`src/rtl/score_display_pkg.sv`:
```
// ---------------------------------------------------------------------------
// score_display_pkg
// Shared types and constants for the score display driver:
//   state_t       - conversion FSM states
//   SEG_*         - active-low 7-segment patterns, bit order {g,f,e,d,c,b,a}
//   DIGIT_CODE_W  - width of a stored digit code (hex nibble plus dash code)
//   CODE_DASH     - digit code shown for an overflowed half
//   seg_decode()  - digit code to segment pattern
// ---------------------------------------------------------------------------
package score_display_pkg;

    typedef enum logic [1:0] {
        S_IDLE,
        S_LOAD,
        S_SHIFT,
        S_COMMIT
    } state_t;

    localparam int DIGIT_CODE_W = 5;

    localparam logic [DIGIT_CODE_W-1:0] CODE_DASH = 5'd16;

    localparam logic [6:0] SEG_0     = 7'h40;
    localparam logic [6:0] SEG_1     = 7'h79;
    localparam logic [6:0] SEG_2     = 7'h24;
    localparam logic [6:0] SEG_3     = 7'h30;
    localparam logic [6:0] SEG_4     = 7'h19;
    localparam logic [6:0] SEG_5     = 7'h12;
    localparam logic [6:0] SEG_6     = 7'h02;
    localparam logic [6:0] SEG_7     = 7'h78;
    localparam logic [6:0] SEG_8     = 7'h00;
    localparam logic [6:0] SEG_9     = 7'h10;
    localparam logic [6:0] SEG_A     = 7'h08;
    localparam logic [6:0] SEG_B     = 7'h03;
    localparam logic [6:0] SEG_C     = 7'h46;
    localparam logic [6:0] SEG_D     = 7'h21;
    localparam logic [6:0] SEG_E     = 7'h06;
    localparam logic [6:0] SEG_F     = 7'h0E;
    localparam logic [6:0] SEG_DASH  = 7'h3F;
    localparam logic [6:0] SEG_BLANK = 7'h7F;

    // Codes 0..15 are hex digits, 16 is the dash; anything else blanks.
    function automatic logic [6:0] seg_decode(input logic [DIGIT_CODE_W-1:0] code);
        logic [6:0] pat;
        case (code)
            5'd0:    pat = SEG_0;
            5'd1:    pat = SEG_1;
            5'd2:    pat = SEG_2;
            5'd3:    pat = SEG_3;
            5'd4:    pat = SEG_4;
            5'd5:    pat = SEG_5;
            5'd6:    pat = SEG_6;
            5'd7:    pat = SEG_7;
            5'd8:    pat = SEG_8;
            5'd9:    pat = SEG_9;
            5'd10:   pat = SEG_A;
            5'd11:   pat = SEG_B;
            5'd12:   pat = SEG_C;
            5'd13:   pat = SEG_D;
            5'd14:   pat = SEG_E;
            5'd15:   pat = SEG_F;
            5'd16:   pat = SEG_DASH;
            default: pat = SEG_BLANK;
        endcase
        return pat;
    endfunction

endpackage

```
`src/rtl/score_display_driver_if.sv`:
```
// ---------------------------------------------------------------------------
// score_display_driver_if
// Bundle between the scoreboard display stage and the display driver.
//   display_data [31:0] : [31:16] user id, [15:0] score (scoreboard -> driver)
//   seg          [6:0]  : active-low segments {g,f,e,d,c,b,a} (driver -> pins)
//   an           [7:0]  : active-low digit enables, an[7] leftmost
//   busy                : conversion in progress
// master = scoreboard/board side, slave = the driver.
// ---------------------------------------------------------------------------
interface score_display_driver_if;
    logic [31:0] display_data;
    logic [6:0]  seg;
    logic [7:0]  an;
    logic        busy;

    modport master (output display_data, input seg, input an, input busy);
    modport slave  (input display_data, output seg, output an, output busy);
endinterface

```
`src/rtl/bin2bcd_seq.sv`:
```
// ---------------------------------------------------------------------------
// bin2bcd_seq
// 16-bit sequential double-dabble converter. The parent owns sequencing:
// pulse load once, then hold shift_en for exactly 16 cycles; bcd is then the
// five-digit decimal value of bin.
//   clk, rst   : clock, synchronous active-low reset
//   load       : capture bin and clear the BCD accumulator
//   shift_en   : perform one add-3 / shift-left step
//   bin [15:0] : binary value to convert (sampled on load)
//   bcd [19:0] : five BCD digits, ten-thousands in [19:16]
// ---------------------------------------------------------------------------
module bin2bcd_seq (
    input  logic        clk,
    input  logic        rst,
    input  logic        load,
    input  logic        shift_en,
    input  logic [15:0] bin,
    output logic [19:0] bcd
);

    logic [15:0] bin_sr;
    logic [19:0] bcd_r;
    logic [18:0] bcd_adj;

    // The top digit never reaches 5 before a shift (pre-shift value is at
    // most 32767), so only the lower four nibbles need the add-3 correction
    // and bit 19 is never shifted out.
    always_comb begin
        bcd_adj = bcd_r[18:0];
        for (int i = 0; i < 4; i++) begin
            if (bcd_r[4*i +: 4] >= 4'd5)
                bcd_adj[4*i +: 4] = bcd_r[4*i +: 4] + 4'd3;
        end
    end

    always_ff @(posedge clk) begin
        if (!rst) begin
            bin_sr <= '0;
            bcd_r  <= '0;
        end else if (load) begin
            bin_sr <= bin;
            bcd_r  <= '0;
        end else if (shift_en) begin
            bcd_r  <= {bcd_adj, bin_sr[15]};
            bin_sr <= {bin_sr[14:0], 1'b0};
        end
    end

    assign bcd = bcd_r;

endmodule

```
`src/rtl/score_display_driver.sv`:
```
// ---------------------------------------------------------------------------
// score_display_driver
// Watches the scoreboard display word, converts user id and score to four
// digits each (decimal with overflow dashes, or raw hex), commits them to
// tear-free digit registers and scans them onto a common-anode 8-digit
// 7-segment bank.
//   clk  : system clock, rising edge
//   rst  : synchronous, active-low reset
//   bus  : score_display_driver_if.slave (display_data in; seg, an, busy out)
// Parameters:
//   SCAN_DIV : clk cycles each digit stays lit (>= 2)
//   BCD_MODE : 1 = decimal with dashes for values >= 10000, 0 = hex nibbles
// ---------------------------------------------------------------------------
module score_display_driver
    import score_display_pkg::*;
#(
    parameter int SCAN_DIV = 50000,
    parameter bit BCD_MODE = 1'b1
) (
    input  logic                   clk,
    input  logic                   rst,
    score_display_driver_if.slave  bus
);

    localparam int               DIV_W    = $clog2(SCAN_DIV);
    localparam logic [DIV_W-1:0] DIV_LAST = DIV_W'(SCAN_DIV - 1);

    state_t                   state;
    state_t                   state_nxt;
    logic                     busy_c;
    logic                     conv_load;
    logic                     conv_shift;
    logic                     commit;

    logic [31:0]              shadow;
    logic [3:0]               shift_cnt;
    logic [19:0]              bcd_u;
    logic [19:0]              bcd_s;
    logic [DIGIT_CODE_W-1:0]  digit     [8];
    logic [DIGIT_CODE_W-1:0]  digit_nxt [8];

    logic [DIV_W-1:0]         div;
    logic [2:0]               scan_idx;
    logic [7:0]               an_p1;
    logic [6:0]               seg_p1;

    // ---- FSM: state register ----
    always_ff @(posedge clk) begin
        if (!rst) state <= S_IDLE;
        else      state <= state_nxt;
    end

    // ---- FSM: next state ----
    always_comb begin
        state_nxt = state;
        case (state)
            S_IDLE:   if (bus.display_data != shadow) state_nxt = S_LOAD;
            S_LOAD:   state_nxt = S_SHIFT;
            S_SHIFT:  if (shift_cnt == 4'd15) state_nxt = S_COMMIT;
            S_COMMIT: state_nxt = S_IDLE;
            default:  state_nxt = S_IDLE;
        endcase
    end

    // ---- FSM: outputs ----
    always_comb begin
        busy_c     = 1'b0;
        conv_load  = 1'b0;
        conv_shift = 1'b0;
        commit     = 1'b0;
        case (state)
            S_LOAD: begin
                busy_c    = 1'b1;
                conv_load = 1'b1;
            end
            S_SHIFT: begin
                busy_c     = 1'b1;
                conv_shift = 1'b1;
            end
            S_COMMIT: begin
                busy_c = 1'b1;
                commit = 1'b1;
            end
            default: ;
        endcase
    end

    // Converters take display_data directly on the same edge the shadow
    // captures it, so shadow and converter inputs always agree.
    bin2bcd_seq u_conv_user (
        .clk      (clk),
        .rst      (rst),
        .load     (conv_load),
        .shift_en (conv_shift),
        .bin      (bus.display_data[31:16]),
        .bcd      (bcd_u)
    );

    bin2bcd_seq u_conv_score (
        .clk      (clk),
        .rst      (rst),
        .load     (conv_load),
        .shift_en (conv_shift),
        .bin      (bus.display_data[15:0]),
        .bcd      (bcd_s)
    );

    // Digit codes to commit: index 7..4 user id, 3..0 score, MSD first.
    always_comb begin
        for (int k = 0; k < 8; k++) digit_nxt[k] = '0;
        for (int k = 0; k < 4; k++) begin
            if (BCD_MODE) begin
                digit_nxt[k+4] = (bcd_u[19:16] != 4'd0) ? CODE_DASH
                                                        : {1'b0, bcd_u[4*k +: 4]};
                digit_nxt[k]   = (bcd_s[19:16] != 4'd0) ? CODE_DASH
                                                        : {1'b0, bcd_s[4*k +: 4]};
            end else begin
                digit_nxt[k+4] = {1'b0, shadow[16 + 4*k +: 4]};
                digit_nxt[k]   = {1'b0, shadow[4*k +: 4]};
            end
        end
    end

    // Digit registers only change on the commit edge, so the scan never
    // shows a half-converted value.
    always_ff @(posedge clk) begin
        if (!rst) begin
            shadow    <= '0;
            shift_cnt <= '0;
            for (int k = 0; k < 8; k++) digit[k] <= '0;
        end else begin
            if (conv_load) begin
                shadow    <= bus.display_data;
                shift_cnt <= '0;
            end else if (conv_shift) begin
                shift_cnt <= shift_cnt + 4'd1;
            end
            if (commit) begin
                for (int k = 0; k < 8; k++) digit[k] <= digit_nxt[k];
            end
        end
    end

    // ---- scan stage p0: divider and index ----
    // ---- scan stage p1: registered anode and segment pins ----
    always_ff @(posedge clk) begin
        if (!rst) begin
            div      <= '0;
            scan_idx <= '0;
            an_p1    <= 8'hFF;
            seg_p1   <= SEG_BLANK;
        end else begin
            if (div == DIV_LAST) begin
                div      <= '0;
                scan_idx <= scan_idx + 3'd1;
            end else begin
                div <= div + DIV_W'(1);
            end
            an_p1  <= ~(8'd1 << scan_idx);
            seg_p1 <= seg_decode(digit[scan_idx]);
        end
    end

    assign bus.an   = an_p1;
    assign bus.seg  = seg_p1;
    assign bus.busy = busy_c;

endmodule

```
`src/flat_wrapper.sv`:
```
// flat-port wrapper written by rule: the top's interface ports become plain ports
module score_display_driver_flat import score_display_pkg::*;
#(
    parameter int SCAN_DIV = 50000,
    parameter bit BCD_MODE = 1'b1
)
  (clk, rst, bus_display_data, bus_seg, bus_an, bus_busy);
  score_display_driver_if bus_i ();
  input  logic clk;
  input  logic rst;
  input wire logic [$bits(bus_i.display_data)-1:0] bus_display_data;
  output wire logic [$bits(bus_i.seg)-1:0] bus_seg;
  output wire logic [$bits(bus_i.an)-1:0] bus_an;
  output wire logic [$bits(bus_i.busy)-1:0] bus_busy;
  assign bus_i.display_data = bus_display_data;
  assign bus_seg = bus_i.seg;
  assign bus_an = bus_i.an;
  assign bus_busy = bus_i.busy;
  score_display_driver #(.SCAN_DIV(SCAN_DIV), .BCD_MODE(BCD_MODE)) u_core (.clk(clk), .rst(rst), .bus(bus_i));
endmodule
```
`config.mk`:
```
export PLATFORM = sky130hd
export DESIGN_NAME = score_display_driver_flat
export DESIGN_NICKNAME = d
export VERILOG_FILES = /design/src/rtl/score_display_pkg.sv /design/src/rtl/score_display_driver_if.sv /design/src/rtl/bin2bcd_seq.sv /design/src/rtl/score_display_driver.sv /design/src/flat_wrapper.sv
export SDC_FILE = /design/constraint.sdc
export NUM_CORES = 1
export LEC_CHECK = 0
export ABC_AREA = 1
export CAP_MARGIN = 10
export CORE_MARGIN = 2
export CORE_UTILIZATION = 40
export DETAILED_ROUTE_END_ITERATION = 7
export MAX_ROUTING_LAYER = met4
export PLACE_DENSITY = 0.62
export SETUP_SLACK_MARGIN = 0.02
export SYNTH_ARGS = -nofsm -noshare
export SYNTH_HDL_FRONTEND = slang
export SYNTH_SLANG_ARGS = --single-unit
```
`constraint.sdc`:
```
create_clock -name clk -period 2.1 [get_ports clk]
set_input_delay 0.42 -clock clk [delete_from_list [all_inputs] [get_ports clk]]
set_output_delay 0.42 -clock clk [all_outputs]
set_load 0.005 [all_outputs]
```
# [Yosys cells after proc, flatten, opt, wreduce, memory -nomap -nowiden]
# Memory sizes are Yosys's and may differ from the RTL's. A register that Yosys moved wholly into a read port is not among the register bits.
# Index checks and enable logic that the tools add are counted.
[word_totals] reg_bits=137 latchBits=0 ram_bits=40 romBits=224 input_bits=34 out_inout_bits=16 wordCells=100 memories=2
[mem_list] name="(name not given)" words=32 width=7 rd=1 rd_clocked_by_memory_dff=1 write_ports=0 line_no="score_display_pkg.sv:45" source="case (code)"
[mem_list] name="u_core.digit" words=8 width=5 rd=1 rd_clocked_by_memory_dff=1 write_ports=8 line_no="score_display_driver.sv:39" source="logic [DIGIT_CODE_W-1:0] digit [8];"
[op_classes] addsub=11 multipliers=0 div_mod_pow=0 n_lt_le_gt_ge=8 eq_ne=8 shift=1 mux=41 bitwise_logic=10 reduce_logical=9
[ops] op="5-bit two-way mux" n=16
[ops] op="16-bit two-way mux" n=4
[ops] op="4-bit by 2-bit adder with 4-bit output (second input constant)" n=8
[ops] op="4-bit by 3-bit greater-or-equal comparator with 1-bit output (second input constant)" n=8
[ops] op="4-bit two-way mux" n=8
[ops] op="32-bit != test" n=1
[ops] op="16-bit by 1-bit adder with 16-bit output (second input constant)" n=1
[ops] op="16-bit equality test (second input constant)" n=1
[ops] op="1-bit two-way mux" n=8
[ops] op="8-bit NOT" n=1
[ops] op="1-bit OR" n=8
[ops] op="2-bit case mux with 4 select lines" n=1
[ops] op="4-bit nonzero test" n=2
[ops] op="1-bit by 3-bit << shifter with 8-bit output (first input constant)" n=1
[ops] op="3-bit two-way mux" n=2
[ops] op="4-bit by 1-bit adder with 4-bit output (second input constant)" n=1
[ops] op="2-bit equality test (second input constant)" n=2
[ops] op="4-bit equality test (second input constant)" n=1
[ops] op="2-bit two-way mux" n=2
[ops] op="2-bit by 1-bit != test with 1-bit output (second input constant)" n=2
[ops] op="2-bit OR reduction" n=2
[ops] op="3-bit by 1-bit adder with 3-bit output (second input constant)" n=1
[ops] op="3-bit OR reduction" n=1
[ops] op="2-bit by 1-bit equality test with 1-bit output (second input constant)" n=1
[ops] op="5 further kinds" n=5

# [Logic depth before layout (Yosys ltp)]
# Gate-level depths: netlist of the first run.
[depth] ltp_word=6 mapped_depth=16 depth_no_buf=14

# [Modules after synthesis]
# From an unflattened synthesis of the first run, not the netlist that was laid out.
[unflattened] hier_cells=1268 area_unflattened_um2=9200.1
[by_module_without_submodules] module="score_display_driver" n_inst=1 cells_per_inst=750 area_each_um2=5564.1 seq_area_each_um2=2552.4
[by_module_without_submodules] module="bin2bcd_seq" n_inst=2 cells_per_inst=259 area_each_um2=1818.0 seq_area_each_um2=720.7

# [Worst setup path before layout of the first run]
# No wires, ideal clock.
[synth_path] path_type="reg2reg" startpoint="reg (tool-made name)" endpoint="reg u_core.seg_p1[3] (netlist: u_core.bus.seg[3])" setup_ps=126 arrival_ps=1574 required_time_ps=1974 path_slack_ps=400 stages_incl_launch_ff=14 path_buffers=2 synth_period_minus_slack_ps=1700 cell_sequence="dfxtp_1 > buf_6 > buf_6 > nor2_1 > nor2_1 > o21ai_1 > o21ai_1 > nand2_1 > nand2_1 > inv_1 > ha_1 > nor2_1 > o21ai_0 > nand3_1"
[synth_rtl] element="end: declaration" line_no="score_display_driver.sv:45" source="logic [6:0] seg_p1;"

==> impl_metrics.csv, run 1 <==
group,metric,value,unit
timing,fin_crit_sh,87.74,%
worst_setup_path,path_cells,"buf_12, inv_6, o21ai_0, o21ai_1, nand2_1, nand2_1, inv_1, ha_1, nor2_1, o21ai_0, nand3_1",
floorplanning,die_width,149.7,um
cells_and_area,fin_nets,1196,
detailed_routing,avgRoutedWirePerCell,12.14,um
worst_setup_path,crit_path_max_fanout,17,
yosys,synth_area_leader_cell,"sky130_fd_sc_hd__dfxtp_1",
yosys,dominant_register_cell_in_the_synthesized_netlist,"sky130_fd_sc_hd__dfxtp_1",
placed_design,gp_congestion,0.8276,
placed_design,portBuffers,49,
grt,global_route_usage_sum,16.66,%
grt,grt_first_pass_wirelength,29350,um
floorplanning,die-area,0.02242,mm^2
power,totalPowerFinal,11.06,mW
floorplanning,pin_count,50,
cells_and_area,growth_of_design_area_from_synthesis_to_finish,16.14,%
detailed_routing,via_count,6876,
status,status,"finished, final reports clean",
timing,worst_pin_slew,0.8133,ns
yosys,postSynth.asyncResetShare,0,%
timing,max_freq,0.5427,GHz
timing,max_slew_headroom_at_the_worst_pin,45.78,%
cells_and_area,post_route_cell_area,0.009868,mm^2
floorplanning,initial_utilization,40.55,%
placed_design,number_of_instances_in_the_placed_design,1385,
yosys,ys_seq_area_share,47.00,%
timing,clock-skew-final,0.01338,ns
yosys,most_instantiated_cells_after_synthesis,"sky130_fd_sc_hd__nand2_1, sky130_fd_sc_hd__inv_1, sky130_fd_sc_hd__dfxtp_1",
clock_tree,clock_tree_from_tritoncts,"built",
power,ir_drop,0.0006195,V
worst_setup_path,setup.worst_path.end_class,"flip-flop",
yosys,syn_nets,1157,
worst_setup_path,timing.critical_path.slowest_stage_cell,"sky130_fd_sc_hd__dfxtp_1",
yosys,yosysWarningCount,0,
grt,pin_count_of_the_biggest_net_entering_global_routing,49,
clock_tree,hold_buffers,0,
placed_design,placedInstanceArea,0.009271,mm^2
timing,slew_viol_final,0,
yosys,avgSynthCellArea,7.795,um^2
detailed_routing,wirelength,17210,um
worst_setup_path,critical_path.max_stage_delay,0.33,ns
clock_tree,tritoncts_num_sinks,182,
worst_setup_path,worst-r2r-cell-count,11,
detailed_routing,detail_route.iter0.violations,361,
cells_and_area,post_route_cells_drive_above_1_share,6.918,%
hold_path,min_delay_worst_endpoint,"u_core.div[0]$_SDFF_PP0_",
detailed_routing,drt-vias-per-instance,4.853,
placed_design,detailedPlacementHpwl,11770,um
worst_setup_path,worstSetupStartpointType,"flip-flop",
cells_and_area,antennaDiodeCount,0,
clock_tree,cts_buffers,17,
timing,setup_tns,0,ns
timing,report.final.hold_viol_count,0,
worst_setup_path,cp_data_arrival_time,2.15,ns
timing,setup_viol,0,
clock_tree,cts-htree-levels,4,
timing,rsz0062_at_grt,"false",
worst_setup_path,worstReg2RegEnd,"u_core.bus.seg[3]$_SDFF_PP1_",
hold_path,min_path_cells,1,
timing,layout_min_cycle_time,1.843,ns
detailed_routing,remaining_antenna_violation_count,0,
yosys,yosysUniqueCellTypes,43,
grt,overflow,0,
clock_tree,cts_max_path_buffers,2,
detailed_routing,detail_route.first_pass.iterations,7,
worst_setup_path,worstSetupPathType,"flip-flop to flip-flop",
power,power_density,1121,mW/mm^2
floorplanning,die_height,149.7,um
hold_path,hp_start,"u_core.div[0]$_SDFF_PP0_",
clock_tree,clockRootBuffer,"sky130_fd_sc_hd__clkbuf_16",
floorplanning,core,0.02096,mm^2
power,leakage,3.944,nW
hold_path,min-delay-path-class,"flip-flop to flip-flop",
worst_setup_path,regToRegSetupSlack,0.26,ns
clock_tree,clkSlewWorstSetupHoldPaths,0.07,ns
run,drv.max_cap_violation_count,0,
yosys,synth-edff-count,35,
grt,first_global_vias,6270,
floorplanning,rows,53,
yosys,dominant_cell_by_count_in_the_synthesized_netlist,"sky130_fd_sc_hd__nand2_1",
yosys,synth_largest_type_area_fraction,34.63,%
yosys,post_synth_inst_count,1090,
clock_tree,clk-insertion-delay-late,0.43,ns
cells_and_area,final_cells,1417,
grt,initial_antenna_violation_count,0,
yosys,synthTopCellsByArea,"sky130_fd_sc_hd__dfxtp_1, sky130_fd_sc_hd__edfxtp_1, sky130_fd_sc_hd__nand2_1",
yosys,mappedNetlistArea,0.008497,mm^2
detailed_routing,remaining_drc_errors,0,
worst_setup_path,worst_ep_required_time,2.41,ns
yosys,synth.ff_latch_count,182,
==> cell usage in the layout, fill, tap and decap left out, types with 30 or more instances in the layout <==
cell / count
sky130_fd_sc_hd__edfxtp_1: 35
sky130_fd_sc_hd__o21ai_0: 78
sky130_fd_sc_hd__clkdlybuf4s50_1: 47
sky130_fd_sc_hd__nand2_1: 238
sky130_fd_sc_hd__nand3_1: 34
sky130_fd_sc_hd__nor2_1: 96
sky130_fd_sc_hd__a31oi_1: 30
sky130_fd_sc_hd__a21oi_1: 68
sky130_fd_sc_hd__ha_1: 32
sky130_fd_sc_hd__dfxtp_1: 145
sky130_fd_sc_hd__inv_1: 147
==> where the power goes <==
| part | total, mW | internal, mW | leakage (nW) | switching [mW] |
|---|---|---|---|---|
| logic | 3.13 | 1.14 | 2.09 | 1.99 |
| registers | 4.72 | 4.32 | 1.57 | 0.398 |
| clock network | 3.22 | 1.83 | 0.292 | 1.39 |
| total | 11.1 | 7.29 | 3.94 | 3.78 |
==> sequential cells by signal, indices dropped and copies added, names as in the netlist, named ones only <==
name,flops
u_core.bus.seg,7
u_core.div,16
u_core.shift_cnt,4
u_core.u_conv_user.bcd,20
u_core.shadow,32
u_core.state,2
u_core.u_conv_score.bcd,20
u_core.u_conv_user.bin_sr,16
u_core.digit,35
u_core.bus.an,8
u_core.scan_idx,3
u_core.u_conv_score.bin_sr,16
==> layout make-up <==
class | count | area [um^2]
fill | 2067 | 11090
sequential | 182 | 3999
multi-input combinational | 706 | 3694
timing repair buffer | 65 | 645.6
inverter | 157 | 599.3
clock buffer | 21 | 454.2
tap | 275 | 344.1
clock inverter | 11 | 132.6
==> critical path, delay by kind of cell, from the launching register on <==
family,cells,cell delay (ns)
AOI/OAI and AO/OA,3,0.38
adders and majority gates,1,0.30
buffers and inverters,3,0.37
DFF,1,0.33
and+or+nand+nor,4,0.33
==> routing by layer <==
layer | vias up | track usage (%) | share of wire, % | wire length (um)
met2 | 95 | 27.11 | 47 | 8014
li1 | 3648 | - | - | -
met1 | 3127 | 21.38 | 50 | 8527
met3 | 6 | 3.628 | 3.3 | 571
met5 | - | - | 0 | 0
met4 | 0 | 3.679 | 0.54 | 93
==> cell families after synthesis <==
| logic type | Yosys count | share of synthesized area [%] |
|---|---|---|
| simple gates | 409 | 20.09 |
| xor+xnor | 22 | 2.268 |
| fa+ha+maj | 33 | 4.859 |
| buf+inv | 202 | 9.557 |
| flops | 182 | 47.00 |
| compound gates | 242 | 16.23 |
==> how the worst max path moves through the flow <==
stage                                  from  slack [ns]                      endpoint  cells past startpoint
3_3_place_gp           bus_display_data[17]        0.16  u_core.state[0]$_SDFFE_PN0P_                     12
4_1_cts        u_core.state[1]$_SDFFE_PN0P_        0.03                      bus_busy                      4
2_1_floorplan                     flip-flop        0.40  u_core.bus.seg[3]$_SDFF_PP1_                     13
5_1_grt                           flip-flop        0.05  u_core.bus.seg[0]$_SDFF_PP1_                     12
6_report                          flip-flop        0.26  u_core.bus.seg[3]$_SDFF_PP1_                     11
3_5_place_dp           bus_display_data[17]        0.15  u_core.state[1]$_SDFFE_PN0P_                     12
==> repair_timing <==
action	CTS	global route
gates resized for setup	4	3
buffers inserted	0	0
endpoints found under the setup margin	1	3
==> metrics by stage <==
step / hold WS, ns / worst slack (ns) / util, %
detailed placement: 0.4405 / 0.1503 / 44.24
CTS: 0.4352 / 0.03388 / 47.07
global route: 0.4698 / 0.04509 / 47.09
floorplan: 0.4178 / 0.4003 / -
finish: 0.4535 / 0.2574 / 47.09
global placement: 0.4350 / 0.1595 / 44.24
Power figures use the tool's default switching activity.
==> inputs of run 2 (changes only) <==
--- a/config.mk
+++ b/config.mk
@@ -10,6 +10,7 @@
 export CORE_MARGIN = 2
 export CORE_UTILIZATION = 40
 export DETAILED_ROUTE_END_ITERATION = 7
+export GPL_TIMING_DRIVEN = 0
 export MAX_ROUTING_LAYER = met4
 export PLACE_DENSITY = 0.62
 export SETUP_SLACK_MARGIN = 0.02
==> run 2 against run 1 <==
Critical path depth down 8; sequential cell count unchanged; clock power up 5%; worst hold slack worse by 0.0064 ns; sequential power about the same; die area unchanged; first-iteration DRC count up 27%; total power up 3.4%; highest routed layer unchanged.
==> impl_metrics.csv, run 2 (synthesis gave the netlist of run 1 again) <==
group,metric,value,unit
worst_setup_path,timing.critical_path.slowest_stage_cell,"sky130_fd_sc_hd__or2_2",
detailed_routing,via_count,7184,
detailed_routing,avgRoutedWirePerCell,13.46,um
grt,pin_count_of_the_biggest_net_entering_global_routing,36,
grt,global_route_usage_sum,19.05,%
timing,rsz0062_at_grt,"true",
timing,fin_crit_sh,93.22,%
clock_tree,clockRootBuffer,"sky130_fd_sc_hd__clkbuf_16",
floorplanning,die-area,0.02242,mm^2
cells_and_area,multiInputGateArea,0.003694,mm^2
floorplanning,die_height,149.7,um
timing,worst_pin_slew,0.8652,ns
detailed_routing,drt-vias-per-instance,4.965,
power,leakage,3.982,nW
status,status,"finished, final reports clean",
hold_path,min_delay_worst_endpoint,"u_core.div[0]$_SDFF_PP0_",
detailed_routing,remaining_antenna_violation_count,0,
cells_and_area,largest_register_ff_count,35,
floorplanning,pin_count,50,
worst_setup_path,critical_path.max_stage_delay,0.67,ns
worst_setup_path,timing.critical_path.from,"rst",
clock_tree,cts_buffers,17,
cells_and_area,fin_nets,1226,
timing,fin_worst_hold_slack,0.4471,ns
timing,max_freq,0.5108,GHz
clock_tree,hold_buffers,0,
clock_tree,tritoncts_num_sinks,182,
cells_and_area,final_cell_mix,"sky130_fd_sc_hd__nand2_1, sky130_fd_sc_hd__inv_1, sky130_fd_sc_hd__dfxtp_1",
placed_design,gp_congestion,0.8383,
clock_tree,clk-insertion-delay-late,0.43,ns
detailed_routing,highest-signal-layer,"met4",
clock_tree,cts-htree-levels,4,
worst_setup_path,setup.worst_path.end_class,"flip-flop",
hold_path,min-delay-path-class,"flip-flop to flip-flop",
detailed_routing,detail_route.first_pass.iterations,5,
timing,clock-skew-final,0.009067,ns
timing,max_slew_headroom_at_the_worst_pin,41.79,%
cells_and_area,fin_util,47.61,%
clock_tree,clock_tree_from_tritoncts,"built",
cells_and_area,growth_of_design_area_from_synthesis_to_finish,17.41,%
power,ir_drop,0.0006967,V
grt,overflow,0,
power,power_density,1147,mW/mm^2
cells_and_area,registers.top_by_ff_count,"u_core.digit",
grt,initial_antenna_violation_count,0,
detailed_routing,remaining_drc_errors,0,
timing,slew_viol_final,0,
placed_design,place_worst_setup_slack,-0.3193,ns
placed_design,placedInstanceArea,0.009331,mm^2
grt,grt_first_pass_wirelength,32810,um
worst_setup_path,path_cells,"clkdlybuf4s50_1, inv_2, or2_2",
worst_setup_path,crit_path_max_fanout,35,
timing,report.final.hold_viol_count,0,
worst_setup_path,cp_data_arrival_time,2.01,ns
timing,layout_min_cycle_time,1.958,ns
cells_and_area,post_route_cell_area,0.009976,mm^2
clock_tree,clkSlewWorstSetupHoldPaths,0.07,ns
detailed_routing,wl_met2,9009,um
cells_and_area,antennaDiodeCount,0,
placed_design,detailedPlacementHpwl,14000,um
cells_and_area,nFillCells,2133,
cells_and_area,sequential_cell_area,0.003996,mm^2
grt,first_global_vias,6642,
run,drv.max_cap_violation_count,0,
detailed_routing,wirelength,19480,um
cells_and_area,layout_top_registers,"u_core.digit (35), u_core.shadow (32)",
cells_and_area,layout_commonest_cell,"sky130_fd_sc_hd__nand2_1",
worst_setup_path,worstReg2RegEnd,"u_core.bus.seg[3]$_SDFF_PP1_",
floorplanning,initial_utilization,40.55,%
hold_path,hp_start,"u_core.div[0]$_SDFF_PP0_",
floorplanning,die_width,149.7,um
worst_setup_path,worstSetupStartpointType,"primary input",
floorplanning,core,0.02096,mm^2
worst_setup_path,worstSetupPathType,"primary input to flip-flop",
detailed_routing,route.layer.met1.wl,9324,um
timing,crit_path_setup_slack_layout,0.1425,ns
placed_design,portBuffers,49,
worst_setup_path,worst-r2r-cell-count,12,
worst_setup_path,regToRegSetupSlack,0.16,ns
floorplanning,rows,53,
timing,setup_viol,0,
detailed_routing,met3WireLength,911,um
clock_tree,cts_max_path_buffers,2,
cells_and_area,post_route_cells_drive_above_1_share,6.997,%
hold_path,min_path_cells,1,
worst_setup_path,worst_ep_required_time,2.15,ns
detailed_routing,detail_route.iter0.violations,457,
[run 2: timing repair]
action	CTS	global route
gates resized for setup	3	17
setup buffers	1	0
endpoints found under the setup margin	1	36
[run 2: area by class of cell]
cell class	instances	area share [%]
inverters	157	6.008
well taps	275	3.449
repair buffers	50	4.979
clock inverters	13	1.668
flip-flops and latches	182	40.06
plain buffers	45	2.258
multi-input cells	706	37.02
clock buffers	19	4.553
[run 2: worst max-delay path, delay by kind of cell]
kind | cells | cell delay, ns
simple gates | 1 | 0.67
buf+inv | 2 | 0.90
[run 2: worst max path at each step]
stage / cells after the start / end
2_1_floorplan: 13 / u_core.bus.seg[3]$_SDFF_PP1_
3_3_place_gp: 3 / u_core.digit[2][2]$_SDFFCE_PP0P_
3_5_place_dp: 3 / u_core.digit[2][2]$_SDFFCE_PP0P_
4_1_cts: 3 / u_core.digit[2][2]$_SDFFCE_PP0P_
5_1_grt: 16 / u_core.bus.seg[6]$_SDFF_PN1_
6_report: 3 / u_core.digit[3][3]$_SDFFCE_PP0P_
[run 2: power breakdown]
group	total, mW	switching (mW)	internal [mW]
combinational	3.36	2.25	1.11
sequential	4.71	0.399	4.32
clock	3.37	1.41	1.96
[run 2: through the flow]
stage,setup TNS (ns),total power [mW],std cells
2_1_floorplan,0,7.006,1090
3_3_place_gp,-25.39,8.061,1414
3_5_place_dp,-26.91,8.099,1414
4_1_cts,0,11.48,1447
5_1_grt,0,12.20,1447
6_report,0,11.44,1447
[run 2: per-layer routing]
metal  GRT usage (%)  up-vias
met3           3.689       21
met5               -        -
li1                -     3708
met1           24.79     3312
met2           30.44      143
met4           5.236        0
